### config.mk
export PLATFORM = sky130hd
export DESIGN_NAME = button_event_capture
export DESIGN_NICKNAME = d
export VERILOG_FILES = /design/src/rtl/button_event_pkg.sv /design/src/rtl/button_event_capture_channel.sv /design/src/rtl/button_event_capture.sv
export SDC_FILE = /design/constraint.sdc
export NUM_CORES = 1
export LEC_CHECK = 0
export CAP_MARGIN = 20
export CORE_AREA = 5 5 99 101
export DETAILED_ROUTE_END_ITERATION = 10
export DIE_AREA = 0 0 104 106
export PLACE_DENSITY = 0.66
export SLEW_MARGIN = 20
export SYNTH_ARGS = -nofsm -noshare
export SYNTH_HDL_FRONTEND = slang
export SYNTH_SLANG_ARGS = --single-unit
### constraint.sdc
create_clock -name clk_clk -period 3.2 [get_ports clk_clk]
set_clock_uncertainty 0.05 [all_clocks]
set_input_delay 0.64 -clock clk_clk [delete_from_list [all_inputs] [get_ports clk_clk]]
set_output_delay 0.64 -clock clk_clk [all_outputs]
set_load 0.005 [all_outputs]
### src/rtl/button_event_pkg.sv
// Shared constants and types for the two-channel button event capture block.
package button_event_pkg;

  localparam int unsigned NUM_CH  = 2;
  localparam int unsigned CH_IRQ  = 0;
  localparam int unsigned CH_HOUR = 1;

  typedef enum logic [1:0] {
    ST_IDLE   = 2'd0,
    ST_HOLD   = 2'd1,
    ST_REPEAT = 2'd2
  } ch_state_t;

  // Width of a counter holding 0..n-1, never narrower than one bit.
  function automatic int unsigned cnt_width(input int unsigned n);
    return (n > 1) ? $clog2(n) : 1;
  endfunction

endpackage

### src/rtl/button_event_capture_channel.sv
// One button channel: 2-flop synchronizer, debounce filter and press/hold/repeat FSM.
module button_channel
  import button_event_pkg::*;
#(
  parameter int unsigned DEBOUNCE_CYCLES = 50000,
  parameter int unsigned HOLD_CYCLES     = 25000000,
  parameter int unsigned REPEAT_CYCLES   = 5000000,
  parameter bit          REPEAT_EN       = 1'b0
) (
  input  logic clk,
  input  logic rst_n,
  input  logic key_n,
  output logic pressed,
  output logic evt
);

  localparam int unsigned DB_W   = cnt_width(DEBOUNCE_CYCLES);
  localparam int unsigned HOLD_W = cnt_width(HOLD_CYCLES);
  localparam int unsigned REP_W  = cnt_width(REPEAT_CYCLES);

  localparam logic [DB_W-1:0]   DB_LAST   = DB_W'(DEBOUNCE_CYCLES - 1);
  localparam logic [HOLD_W-1:0] HOLD_LAST = HOLD_W'(HOLD_CYCLES - 1);
  localparam logic [REP_W-1:0]  REP_LAST  = REP_W'(REPEAT_CYCLES - 1);

  logic [1:0]        sync;
  logic [DB_W-1:0]   db_cnt;
  logic              mismatch, db_hit, rise, fall;
  ch_state_t         state, state_next;
  logic [HOLD_W-1:0] hold_cnt, hold_next;
  logic [REP_W-1:0]  rep_cnt, rep_next;

  // Reset loads the released (high) level so a held key still debounces in full.
  // NOTE: sequential state always uses <= so every flop samples pre-edge values.
  always_ff @(posedge clk) begin
    if (!rst_n) sync <= 2'b11;
    else        sync <= {sync[0], key_n};
  end

  assign mismatch = (~sync[1]) != pressed;
  assign db_hit   = mismatch && (db_cnt == DB_LAST);
  assign rise     = db_hit && !pressed;
  assign fall     = db_hit && pressed;

  always_ff @(posedge clk) begin
    if (!rst_n) begin
      db_cnt  <= '0;
      pressed <= 1'b0;
    end else if (!mismatch) begin
      db_cnt  <= '0;
    end else if (db_hit) begin
      db_cnt  <= '0;
      pressed <= ~pressed;
    end else begin
      db_cnt  <= db_cnt + 1'b1;
    end
  end

  always_ff @(posedge clk) begin
    if (!rst_n) begin
      state    <= ST_IDLE;
      hold_cnt <= '0;
      rep_cnt  <= '0;
    end else begin
      state    <= state_next;
      hold_cnt <= hold_next;
      rep_cnt  <= rep_next;
    end
  end

  // NOTE: every always_comb output gets a default first, so no path can infer a latch.
  always_comb begin
    state_next = state;
    hold_next  = hold_cnt;
    rep_next   = rep_cnt;
    evt        = 1'b0;
    if (fall) begin
      state_next = ST_IDLE;
      hold_next  = '0;
      rep_next   = '0;
    end else begin
      unique case (state)
        ST_IDLE: begin
          if (rise) begin
            evt        = 1'b1;
            state_next = ST_HOLD;
            hold_next  = '0;
          end
        end
        ST_HOLD: begin
          // Without repeat the hold counter parks at its last value.
          if (hold_cnt == HOLD_LAST) begin
            if (REPEAT_EN) begin
              evt        = 1'b1;
              state_next = ST_REPEAT;
              rep_next   = '0;
            end
          end else begin
            hold_next = hold_cnt + 1'b1;
          end
        end
        ST_REPEAT: begin
          if (rep_cnt == REP_LAST) begin
            evt      = 1'b1;
            rep_next = '0;
          end else begin
            rep_next = rep_cnt + 1'b1;
          end
        end
        default: state_next = ST_IDLE;
      endcase
    end
  end

endmodule

### src/rtl/button_event_capture.sv
// Two debounced button channels with sticky pending/overrun flags and a masked interrupt.
module button_event_capture
  import button_event_pkg::*;
#(
  parameter int unsigned       DEBOUNCE_CYCLES = 50000,
  parameter int unsigned       HOLD_CYCLES     = 25000000,
  parameter int unsigned       REPEAT_CYCLES   = 5000000,
  parameter logic [NUM_CH-1:0] REPEAT_EN       = 2'b10
) (
  input  logic              clk_clk,
  input  logic              reset_reset_n,
  input  logic [NUM_CH-1:0] key_n,
  input  logic [NUM_CH-1:0] irq_mask,
  input  logic [NUM_CH-1:0] clear,
  output logic [NUM_CH-1:0] pressed_export,
  output logic [NUM_CH-1:0] pending_export,
  output logic [NUM_CH-1:0] overrun_export,
  output logic              irq
);

  logic [NUM_CH-1:0] evt;

  for (genvar i = 0; i < NUM_CH; i++) begin : g_ch
    button_channel #(
      .DEBOUNCE_CYCLES(DEBOUNCE_CYCLES),
      .HOLD_CYCLES    (HOLD_CYCLES),
      .REPEAT_CYCLES  (REPEAT_CYCLES),
      .REPEAT_EN      (REPEAT_EN[i])
    ) u_channel (
      .clk    (clk_clk),
      .rst_n  (reset_reset_n),
      .key_n  (key_n[i]),
      .pressed(pressed_export[i]),
      .evt    (evt[i])
    );
  end

  // An event wins over a coincident clear for pending; the clear wins for overrun.
  always_ff @(posedge clk_clk) begin
    if (!reset_reset_n) begin
      pending_export <= '0;
      overrun_export <= '0;
      irq            <= 1'b0;
    end else begin
      pending_export <= (pending_export & ~clear) | evt;
      overrun_export <= (overrun_export & ~clear) | (evt & pending_export & ~clear);
      irq            <= |(pending_export & irq_mask);
    end
  end

endmodule

==> run summary, run 1 <==
Setup violators final - 0
Overall Global Routing Usage - 15.7%
Crit path DAT - 3.06 ns
Mapped Cells - 495
Vias in the first global route - 3342
Synth Flop Type - dfxtp_1
Fmax - 346 MHz
Starting Density - 48.1%
Lkg Pwr - 1.60 nW
Total grt overflow - 0
HP Class - reg2reg
Core area - 8930 um2
Global-route wire length before repair - 14800 um
Synth top area cells - dfxtp_1 (44%), nor2_1 (7.7%), xor2_1 (7.3%)
Synthesized area - 4300 um2
Clk slew on worst S/H paths - 0.10 ns
Pint - 1.63 mW
Clock latency on the worst-skew pair - 0.36 ns
Status - finished clean
Port bufs - 14
Max cap viols - 0
DRC viols - 0
WP buf/inv - 0
Clock sink count - 94
Switching share of power - 21.5%
Cell taking the most area after synthesis - dfxtp_1
CTS tree - built
Slew HR - 47.0%
Yosys cell types - 53
Hold buffer count at cts - 0
Worst-case clock buffer depth - 2
Setup TNS - 0 ns
Routed WL per cell - 13.3 um
Worst-margin pin slew - 0.795 ns
Synth cell count leaders - dfxtp_1 (94), nor2_1 (88), xor2_1 (36), nand3_1 (34), nand2_1 (31)
Startpoint Class - flop
Worst Path Max Fanout - 14
Placed cells - 614
Fin crit period - 2.89 ns
Syn Area/Cell - 8.68 um2
Critical path required time - 3.37 ns
CTS resizes - 0
Peak supply drop - 0.288 mV
RSZ-0062 raised after global routing - no
Die area - 11000 um2
Die Width - 104 um
Nets - 526
Yosys Warn Count - 0
Layout cells sized above 1 - 5.79%
Clock power frac - 41.8%
Antenna violations before repair - 0
Post-synth EDFFs - 0
Final Total Pwr - 2.08 mW
Post-synthesis sequential area ratio - 43.8%
Number of diodes - 0
Most frequent cell after synthesis - dfxtp_1
Routed wire length - 8390 um
Combinational group share of total power - 1.7%
Ports - 15
Crit. End Element - flop
Post-DP HPWL - 5970 um
CP Cell Sequence - or4b_1, or4_4, o31a_1, o2111ai_2, xnor2_1, nor2_1
Via count - 3466
Switching Power - 0.446 mW
Final Hold Vio Count - 0
Max incr delay on CP - 0.58 ns
Tcrit/Tclk final - 90.2%
Crit path max-delay cell type - or4_4
Post-CTS setup buffers - 0
Final non-filler cell total - 629
Share of synthesized registers carrying an async set or reset - 0%
Post-Syn Nets - 507
WS Path Type - reg2reg
Sequential Power Share - 56.5%
Initial DRT Pass Iterations - 4
H-tree Lvls - 3
Flops & latches, synth - 94
Largest net degree at the start of global routing - 24
Routed Antenna Nets - 0
Worst hold slack - 0.369 ns
Cell family with most CP delay - simple AND/OR/NAND/NOR gates
Inserted Clock Buffers - 9
Final Max Slew Viols - 0
Final GP Congestion - 0.855
Number of DRC markers in iteration 0 - 110
Share of the synthesized area in the top cell type - 43.8%
Avg Vias per Cell - 5.51
Die extent in y - 106 um
CTS root buffer - clkbuf_8
PwrDens - 433 nW/um2
Row Count - 35
Area Growth Syn to Fin - 11.6%
==> cell families (layout without fill, tap and decap cells) <==
logic type / after synthesis / in the layout / synth area share, %
AND/OR/NAND/NOR: 261 / 261 / 31.8
flip-flops: 94 / 94 / 43.8
XOR/XNOR: 60 / 60 / 12.2
AO/OA/AOI/OAI: 48 / 48 / 7.92
buffers and inverters: 26 / 49 / 2.59
adder cells (fa/ha/maj): 4 / 4 / 1.16
multiplexers: 2 / 2 / 0.466
==> per-stage QoR <==
step | instance area [um2] | util, % | worst slack (ns)
global placement | 4570 | 51.2 | 0.363
CTS | 4790 | 53.6 | 0.259
finish | 4800 | 53.7 | 0.313
floorplan | 4300 | - | 0.623
global route | 4800 | 53.7 | 0.131
detailed placement | 4570 | 51.2 | 0.279
==> final cells by class <==
cell class | instances | area (um2)
fillers | 839 | 4140
well taps | 111 | 139
inverters | 12 | 45.0
clock buffers | 9 | 124
multi-input cells | 375 | 2310
flip-flops and latches | 94 | 1880
repair buffers | 22 | 200
clock inverters | 6 | 95.1
==> worst register-to-register path: stages (launching register included) <==
cell	delay (ns)
dfxtp_1	0.44
or4b_1	0.48
or4_4	0.58
o31a_1	0.52
o2111ai_2	0.45
xnor2_1	0.18
nor2_1	0.06
==> metal layers <==
layer,up-vias,share of wire (%),track usage [%]
met3,11,2.3,2.91
li1,1776,-,-
met2,36,49,27.3
met1,1643,48,19.6
met5,-,0,0
met4,0,1.3,5.46
==> worst paths after layout <==
| path | startpoint | end | slack [ns] | depth (start not counted) |
|---|---|---|---|---|
| max | g_ch[1].u_channel.hold_cnt[16] | g_ch[1].u_channel.hold_cnt[16] | 0.31 | 6 |
| min reg2reg | g_ch[0].u_channel.sync[0] | g_ch[0].u_channel.sync[1] | 0.37 | 1 |
| min | g_ch[0].u_channel.sync[0] | g_ch[0].u_channel.sync[1] | 0.37 | 1 |
| max reg2reg | g_ch[1].u_channel.hold_cnt[16] | g_ch[1].u_channel.hold_cnt[16] | 0.31 | 6 |
==> flip-flops by register name, summed over array words and instances (netlist names) <==
| name | count |
|---|---|
| g_ch.u_channel.sync | 4 |
| pending_export | 2 |
| overrun_export | 2 |
| g_ch.u_channel.hold_cnt | 25 |
| g_ch.u_channel.db_cnt | 32 |
| g_ch.u_channel.pressed | 2 |
| g_ch.u_channel.state | 3 |
| irq | 1 |
| g_ch.u_channel.rep_cnt | 23 |
==> power groups by stage <==
stage | clock network [mW] | logic (mW) | registers [mW]
5_1_grt | 0.943 | 0.0391 | 1.17
3_5_place_dp | 0 | 0.0358 | 1.20
4_1_cts | 0.894 | 0.0358 | 1.17
6_report | 0.869 | 0.0352 | 1.17
3_3_place_gp | 0 | 0.0356 | 1.20
2_1_floorplan | 0 | 0.0198 | 1.20
==> placed cells by master, fill, tap and decap left out, types with 3 or more instances in the layout <==
cell             netlist  layout
nand4_1               21      21
nor4bb_1               3       3
nor4_1                 5       5
nand3b_1               3       3
xnor2_1               24      24
nand2_1               31      31
xor2_1                36      36
or3_1                 12      12
nor4b_1                3       3
o21ai_0                6       6
nor2_1                88      88
inv_1                 12      12
a21oi_1               13      13
and4_1                 4       4
buf_4                  3       8
ha_1                   4       4
nand3_1               34      34
o21ai_1                6       6
and3_1                15      15
nor2b_1                5       5
nor4b_2                3       3
nor3_1                12      12
clkbuf_8               0       9
a21boi_1               3       3
or2_1                  3       3
clkdlybuf4s50_1        0      14
nand2b_1               6       6
dfxtp_1               94      94
No activity file was read; power rests on OpenSTA's default activity.
==> run 2: changes to the inputs <==
- CORE_AREA: 5 5 99 101 -> 5 5 109 111
- DIE_AREA: 0 0 104 106 -> 0 0 114 116
- PLACE_DENSITY: 0.66 -> not set
==> run summary, run 2 (synthesis results as in run 1) <==
Most common cell after layout, fill and taps aside - dfxtp_1
Final non-filler cell total - 660 (+4.9%)
Crit. End Element - flop
Switching share of power - 21.9% (+0.42 points)
Clock sink count - 94 (unchanged)
Number of DRC markers in iteration 0 - 164 (+49%)
Reg2reg start - g_ch[1].u_channel.hold_cnt[17]
DR WL met3 - 238 um (+25%)
Worst Slack Setup Final - 0.384 ns (+0.0709 ns)
Global-route wire length before repair - 14200 um (-4.1%)
Hold Path Stages - 1 (unchanged)
Worst reg-to-reg setup slack - 0.38 ns (+0.07 ns)
PwrDens - 418 nW/um2 (-3.4%)
Worst-case clock buffer depth - 2 (unchanged)
Hold buffer count at cts - 0 (unchanged)
Ports - 15 (unchanged)
Most frequent cells in the layout - dfxtp_1 (94), nor2_1 (88), xor2_1 (36), nand3_1 (34), nand2_1 (31)
Pint - 1.57 mW (-3.5%)
CTS root buffer - clkbuf_8
Final Hold Vio Count - 0 (unchanged)
Switching Power - 0.441 mW (-1.1%)
R2r worst-path depth - 6 (unchanged)
Final Max Slew Viols - 0 (unchanged)
Worst Path Max Fanout - 8 (-6)
DRC viols - 0 (unchanged)
Number of diodes - 0 (unchanged)
Crit path DAT - 3.07 ns (about the same)
Layout cells sized above 1 - 5.96% (+0.17 points)
Port bufs - 14 (unchanged)
RSZ-0062 raised after global routing - no
Largest reg by FF count - g_ch.u_channel.db_cnt
Post-DP HPWL - 5760 um (-3.6%)
Placed cells - 644 (+4.9%)
Slew HR - 59.2% (+12 points)
Starting Density - 40.2% (-7.9 points)
WL met2 - 3930 um (-3.9%)
Sequential Power Share - 58.2% (+1.7 points)
Largest net degree at the start of global routing - 24 (unchanged)
Total grt overflow - 0 (unchanged)
Core area - 10700 um2 (+20%)
Max cap viols - 0 (unchanged)
Startpoint of the worst hold path - g_ch[1].u_channel.sync[0]
Die area - 13200 um2 (+20%)
Nets - 527 (+0.19%)
Avg Vias per Cell - 5.15 (-6.6%)
Critical R2R Capture - g_ch[1].u_channel.hold_cnt[21]
Tcrit/Tclk final - 88.0% (-2.2 points)
CTS tree - built
Overall Global Routing Usage - 13.1% (-2.6 points)
Routed Antenna Nets - 0 (unchanged)
Status - finished clean
Setup TNS - 0 ns (unchanged)
Combinational group share of total power - 1.8% (about the same)
Die Width - 114 um (+9.6%)
Clock latency on the worst-skew pair - 0.37 ns (about the same)
Clk slew on worst S/H paths - 0.09 ns (about the same)
HP Class - reg2reg
Die extent in y - 116 um (+9.4%)
Met1 wire length - 4070 um (+1.7%)
H-tree Lvls - 3 (unchanged)
Inserted Clock Buffers - 9 (unchanged)
Vias in the first global route - 3149 (-5.8%)
CTS resizes - 0 (unchanged)
Routed WL per cell - 12.7 um (-5.1%)
Final core occ - 45.0% (-8.6 points)
Max Used Layer - met4
Fmax - 355 MHz (+2.5%)
Max reg flops - 32 (unchanged)
Worst-margin pin slew - 0.610 ns (-0.185 ns)
Final GP Congestion - 0.820 (-4.1%)
Critical path required time - 3.46 ns (+0.09 ns)
Area Growth Syn to Fin - 12.1%
WS Path Type - reg2reg
Setup violators final - 0 (unchanged)
WHS Endpoint - g_ch[1].u_channel.sync[1]
Top Registers - g_ch.u_channel.db_cnt x32, g_ch.u_channel.hold_cnt x25, g_ch.u_channel.rep_cnt x23
Peak supply drop - 0.332 mV (+15%)
Fin crit period - 2.82 ns (-0.0709 ns)
Via count - 3397 (-2.0%)
Clock power frac - 40.0% (-1.8 points)
Initial DRT Pass Iterations - 4 (unchanged)
Post-CTS setup buffers - 0 (unchanged)
Routed wire length - 8360 um (-0.39%)
Lkg Pwr - 1.60 nW (+0.18%)
Antenna violations before repair - 0 (unchanged)
Row Count - 38 (+8.6%)
Post-Place Worst Slack - 0.394 ns (+0.115 ns)
Startpoint Class - flop
## run 2: final cells by class
cell class | instances | area (um2)
Clock buffer | 10 | 138
Clock inverter | 6 | 66.3
Fill cell | 1062 | 5880
Inverter | 12 | 45.0
Multi-Input combinational cell | 375 | 2300
Sequential cell | 94 | 1880
Tap cell | 140 | 175
Timing Repair Buffer | 23 | 208
## run 2: through the flow
stage / hold slack (ns) / instance area (um2) / total power, mW
floorplan: 0.336 / 4300 / 1.22
global placement: 0.348 / 4610 / 1.24
detailed placement: 0.342 / 4610 / 1.24
CTS: 0.364 / 4820 / 2.05
global route: 0.375 / 4820 / 2.11
finish: 0.362 / 4820 / 2.02
## run 2: power groups by stage
stage	combinational (mW)	sequential, mW	clock (mW)
floorplan	0.0198	1.20	0
global placement	0.0367	1.20	0
detailed placement	0.0372	1.20	0
CTS	0.0374	1.17	0.844
global route	0.0401	1.17	0.900
finish	0.0366	1.17	0.806
## run 2: how the worst max path moves through the flow
stage | from | end | slack [ns] | cells past startpoint
floorplan | g_ch[1].u_channel.hold_cnt[17] | g_ch[1].u_channel.rep_cnt[12] | 0.62 | 6
global placement | g_ch[1].u_channel.hold_cnt[8] | g_ch[1].u_channel.rep_cnt[12] | 0.44 | 7
detailed placement | g_ch[1].u_channel.hold_cnt[17] | g_ch[1].u_channel.hold_cnt[21] | 0.39 | 6
CTS | g_ch[1].u_channel.hold_cnt[17] | g_ch[1].u_channel.hold_cnt[21] | 0.36 | 6
global route | g_ch[1].u_channel.hold_cnt[17] | g_ch[1].u_channel.hold_cnt[21] | 0.19 | 6
finish | g_ch[1].u_channel.hold_cnt[17] | g_ch[1].u_channel.hold_cnt[21] | 0.38 | 6
## run 2: worst max-delay path, cell delays in order (launching register included)
cell and delay [ns]:
dfxtp_1 0.38, or4b_1 0.52, or4_4 0.59, o31a_1 0.41, o2111ai_1 0.49, o21ai_0 0.18
a21oi_1 0.14
## run 2: layer usage
layer / vias up / track usage [%]
li1: 1772 / -
met1: 1572 / 16.4
met2: 41 / 21.3
met3: 12 / 3.92
met4: 0 / 5.15
met5: - / 0
